--- src/rtl/spi_master_shifter.sv ---
// SPI mode-0 master byte engine: one byte per chip-select frame, MSB first,
// full duplex, with configurable SCLK half-period and chip-select idle gap.
module spi_master_shifter #(
  parameter int CLKS_PER_HALF_BIT = 2,
  parameter int CS_INACTIVE_CLKS  = 2
) (
  input  logic       clk,
  input  logic       reset,
  input  logic       dv_mosi,
  input  logic [7:0] data_mosi,
  output logic       ready,
  output logic       dv_miso,
  output logic [7:0] data_miso,
  output logic       spi_sclk,
  output logic       spi_mosi,
  input  logic       spi_miso,
  output logic       spi_cs_n
);

  typedef enum logic [2:0] {IDLE, LEAD, SHIFT, TRAIL, GAP} state_t;

  localparam int MAXV = (CLKS_PER_HALF_BIT > CS_INACTIVE_CLKS) ? CLKS_PER_HALF_BIT : CS_INACTIVE_CLKS;
  localparam int CW   = $clog2(MAXV + 1);
  localparam logic [CW-1:0] H_LAST = CW'(CLKS_PER_HALF_BIT - 1);
  localparam logic [CW-1:0] G_LAST = CW'(CS_INACTIVE_CLKS - 1);
  // Ready is raised one cycle before the gap ends so an accept lands exactly
  // when the gap expires; with a one-cycle gap it must already rise in TRAIL.
  localparam logic [CW-1:0] G_PRE  = CW'(CS_INACTIVE_CLKS - 2);
  localparam logic READY_EARLY = (CS_INACTIVE_CLKS == 1);

  state_t          state;
  logic [CW-1:0]   cnt;
  logic [3:0]      edge_cnt;
  logic [7:0]      tx_shift;
  logic [7:0]      rx_shift;

  always_ff @(posedge clk or posedge reset) begin
    if (reset) begin
      state     <= IDLE;
      cnt       <= '0;
      edge_cnt  <= '0;
      tx_shift  <= '0;
      rx_shift  <= '0;
      ready     <= 1'b1;
      dv_miso   <= 1'b0;
      data_miso <= '0;
      spi_sclk  <= 1'b0;
      spi_mosi  <= 1'b0;
      spi_cs_n  <= 1'b1;
    end else begin
      dv_miso <= 1'b0;
      if (ready && dv_mosi) begin
        tx_shift <= data_mosi;
        spi_mosi <= data_mosi[7];
        spi_cs_n <= 1'b0;
        ready    <= 1'b0;
        cnt      <= '0;
        edge_cnt <= '0;
        state    <= LEAD;
      end else begin
        case (state)
          IDLE: ;
          LEAD: begin
            if (cnt == H_LAST) begin
              cnt      <= '0;
              spi_sclk <= 1'b1;
              rx_shift <= {rx_shift[6:0], spi_miso};
              edge_cnt <= '0;
              state    <= SHIFT;
            end else begin
              cnt <= cnt + 1'b1;
            end
          end
          SHIFT: begin
            if (cnt == H_LAST) begin
              cnt <= '0;
              // edge_cnt == 15: all 16 edges done and the final low phase has elapsed
              if (edge_cnt == 4'd15) begin
                state <= TRAIL;
              end else begin
                edge_cnt <= edge_cnt + 1'b1;
                spi_sclk <= ~spi_sclk;
                if (!spi_sclk) begin
                  rx_shift <= {rx_shift[6:0], spi_miso};
                end else if (edge_cnt != 4'd14) begin
                  spi_mosi <= tx_shift[6];
                  tx_shift <= {tx_shift[6:0], 1'b0};
                end
              end
            end else begin
              cnt <= cnt + 1'b1;
            end
          end
          TRAIL: begin
            if (cnt == H_LAST) begin
              cnt       <= '0;
              spi_cs_n  <= 1'b1;
              spi_mosi  <= 1'b0;
              data_miso <= rx_shift;
              dv_miso   <= 1'b1;
              ready     <= READY_EARLY;
              state     <= GAP;
            end else begin
              cnt <= cnt + 1'b1;
            end
          end
          GAP: begin
            if (cnt == G_LAST) begin
              cnt   <= '0;
              ready <= 1'b1;
              state <= IDLE;
            end else begin
              cnt <= cnt + 1'b1;
              if (cnt == G_PRE) ready <= 1'b1;
            end
          end
          default: state <= IDLE;
        endcase
      end
    end
  end

endmodule

--- config.mk ---
export PLATFORM = sky130hd
export DESIGN_NAME = spi_master_shifter
export DESIGN_NICKNAME = d
export VERILOG_FILES = /design/src/rtl/spi_master_shifter.sv
export SDC_FILE = /design/constraint.sdc
export NUM_CORES = 1
export LEC_CHECK = 0
export CORE_ASPECT_RATIO = 2
export CORE_MARGIN = 4
export CORE_UTILIZATION = 28
export CTS_CLUSTER_SIZE = 40
export DETAILED_ROUTE_END_ITERATION = 6
export PLACE_DENSITY = 0.53
export SYNTH_ARGS = -nofsm -noshare
export SYNTH_HDL_FRONTEND = slang
export SYNTH_SLANG_ARGS = --single-unit
--- constraint.sdc ---
create_clock -name clk -period 2.22 [get_ports clk]
set_clock_uncertainty 0.2 [all_clocks]
set_input_delay 0.222 -clock clk [delete_from_list [all_inputs] [get_ports clk]]
set_output_delay 0.222 -clock clk [all_outputs]
set_load 0.02 [all_outputs]
==> results of run 1 <==
-- kinds of logic after synthesis --
logic type | count (synthesis) | share of synthesized area
fa+ha+maj | 2 | 0.0142
xor+xnor | 3 | 0.0149
flops | 37 | 0.528
compound gates | 29 | 0.109
simple gates | 48 | 0.154
mux | 23 | 0.143
buf+inv | 13 | 0.0370
-- final cells by class --
class	instances	area [um2]	share of cell area
clock buffers	5	125	0.0533
clock inverters	3	65.1	0.0277
inverters	6	22.5	0.00959
multi-input cells	105	764	0.326
flip-flops and latches	37	928	0.395
well taps	84	105	0.0448
repair buffers	37	338	0.144
-- per-stage QoR --
step                      area (um2)  setup slack (ps)
final                           2350               191
after global placement          2160               115
after CTS                       2350               163
after floorplan                 1760               289
after global routing            2350              74.9
after detailed placement        2160               128
-- state kept, by name, indices dropped and copies added (netlist names) --
name       cells
dv_miso        1
spi_cs_n       1
tx_shift       7
spi_mosi       1
data_miso      8
spi_sclk       1
rx_shift       8
cnt            2
edge_cnt       4
state          3
ready          1
-- placed cells by master (no fill, tap or decap), drive strengths merged, types with 2 or more instances in the layout --
cell type,n
dfstp,2
and2,2
o21ai,12
xnor2,2
and3,2
clkbuf,5
nand4,3
nor2b,3
a31oi,3
mux2i,6
nor2,6
buf,13
or3,2
dfrtp,35
a21oi,4
nor3,3
a22oi,2
ha,2
bufinv,2
nand2,14
inv,6
mux2,17
nand3,6
clkdlybuf4s50,24
-- worst max-delay path by stage --
stage	depth (start not counted)	from	endpoint	slack, ps
6_report	4	state[0]	rx_shift[7]	190
5_1_grt	4	state[0]	rx_shift[7]	70
4_1_cts	4	state[0]	rx_shift[7]	160
3_5_place_dp	4	dv_mosi	data_miso[5]	130
3_3_place_gp	4	dv_mosi	data_miso[7]	120
2_1_floorplan	5	cnt[1]	rx_shift[0]	290
-- power by group --
part           internal (W)  switching, W  leakage, nW
clock network      0.000641      0.000269       0.0938
logic             0.0000189     0.0000161        0.503
registers          0.000676   0.000000655        0.466
-- metal layers --
metal	GRT usage	vias to the layer above	share of wire
li1	-	626	-
met4	0.0744	0	0.044
met3	0.0262	11	0.028
met1	0.112	625	0.39
met5	0	-	0
met2	0.198	23	0.54
-- worst min-delay path: cells and delay by family --
family                 cells  cell delay (ps)
buffers and inverters      3              840
==> impl_metrics.py, run 1 <==
metrics = {
    "yosys": {
        "yosys_warnings": 0,
        "ys.flop_type": "dfrtp_1",
        "synth_area_leaders": "dfrtp_1 (50%), mux2_2 (11%), mux2i_1 (3.4%)",
        "ys_async_sr_fraction": 1.00,
        "syn_avg_cell_area_um2": 11.3,
        "synth_edf_count": 0,
        "synth_cell_types": 42,
        "post-synth-top-count-cell": "dfrtp_1",
        "syn_area_um2": 1760,
        "synth_top_area_cell": "dfrtp_1",
        "ys_seq_area_frac": 0.528,
        "syn_inst": 155,
        "yosys-top-cells-count": "dfrtp_1 (35), mux2_2 (17), nand2_1 (14)",
        "ys_ff_latch": 37,
        "synthesis.nets": 169,
        "synth_top_area_frac": 0.498,
    },
    "global_route": {
        "grt_pass1_vias": 1466,
        "grt_max_degree": 38,
        "overflow": 0,
        "antenna_found_initial": 0,
        "grt.total_usage": 0.111,
        "grt_pass1_wl_um": 6700,
    },
    "routing": {
        "drc": 0,
        "wirelength_um": 3790,
        "drtIter0Drc": 29,
        "drtPass1Iterations": 4,
        "avgViaCountPerCell": 4.64,
        "via_count": 1285,
        "routedWlPerCell_um": 13.7,
        "drtAntennaViolNets": 0,
    },
    "sta": {
        "hold_ws_ps": 158,
        "fmax_mhz": 493,
        "min_period_ps": 2030,
        "slew_headroom": 0.629,
        "tightest_slew_ps": 552,
        "hold_viol_final": 0,
        "fin_setup_tns_ps": 0,
        "slew_violations": 0,
        "fin_crit_sh": 0.914,
        "rsz0062_at_grt": "no",
        "finalSetupViolations": 0,
    },
    "cells_and_area": {
        "synthToLayoutAreaGrowth_pct": 33.6,
        "fillCellCount": 611,
        "nNetsFinal": 206,
        "drive_gt1_frac": 0.233,
        "n_antenna_cell": 0,
        "instances_no_fill": 277,
        "final_core_util": 0.388,
    },
    "placement": {
        "dp_hpwl_um": 2810,
        "dpl.cell_count": 269,
        "gp_congestion": 0.753,
        "numPortBuffers": 24,
    },
    "clock_tree": {
        "clk_latency_ps": 280,
        "cts_tree": "done",
        "cts_hold_buf": 0,
        "clkTransAtPathRegs_ps": 60,
        "postCtsSetupRepairBufs": 0,
        "htree_levels": 2,
        "cts.path.max_buffers": 2,
        "cts.sinks": 37,
        "post_cts_resized": 0,
        "cts_root_buffer": "clkbuf_16",
        "cts_buffers": 5,
    },
    "setup_path": {
        "worst_setup_path_start_kind": "register",
        "crit_path_top_delay_cell": "dfrtp_1",
        "r2r_cells": 4,
        "cpPeakStageDelay_ps": 500,
        "rr_startpoint": "state[0]",
        "r2r_end": "rx_shift[7]",
        "critPathMaxFanout": 8,
        "critical_path_class": "reg -> reg",
        "critPathBufInv": 0,
        "critPathTopFamily": "simple AND/OR/NAND/NOR gates",
        "reg2reg_slack_ps": 190,
        "crit_chain": "nand3b_4 -> or3_1 -> a21oi_4 -> mux2_2",
        "cp.arrival_ps": 1980,
        "critPathCaptureType": "register",
        "worstPathRequired_ps": 2170,
    },
    "die": {
        "start_util": 0.290,
        "ios": 25,
        "dieArea_um2": 7690,
        "rows": 40,
        "die_x_um": 64.0,
        "core_region_area_um2": 6060,
        "die_h_um": 120,
    },
    "min_path": {
        "hp-class": "in -> async",
    },
    "power_and_ir_drop": {
        "leakage_nw": 1.06,
        "p_per_area_nw_per_um2": 690,
        "power_w": 0.00162,
        "irDropWorstVdd_mv": 0.507,
    },
    "job": {
        "maxCapViolCount": 0,
    },
    "outcome": {
        "outcome": "completed",
    },
}
(Power assumes the default switching activity.)
==> inputs of run 2 (changes only) <==
--- a/config.mk
+++ b/config.mk
@@ -8,7 +8,7 @@
 export CORE_ASPECT_RATIO = 2
 export CORE_MARGIN = 4
 export CORE_UTILIZATION = 28
-export CTS_CLUSTER_SIZE = 40
+export CTS_CLUSTER_SIZE = 25
 export DETAILED_ROUTE_END_ITERATION = 6
 export PLACE_DENSITY = 0.53
 export SYNTH_ARGS = -nofsm -noshare
==> results of run 2 <==
Same layout as run 1: the final DEF is identical, and so are final timing and power.
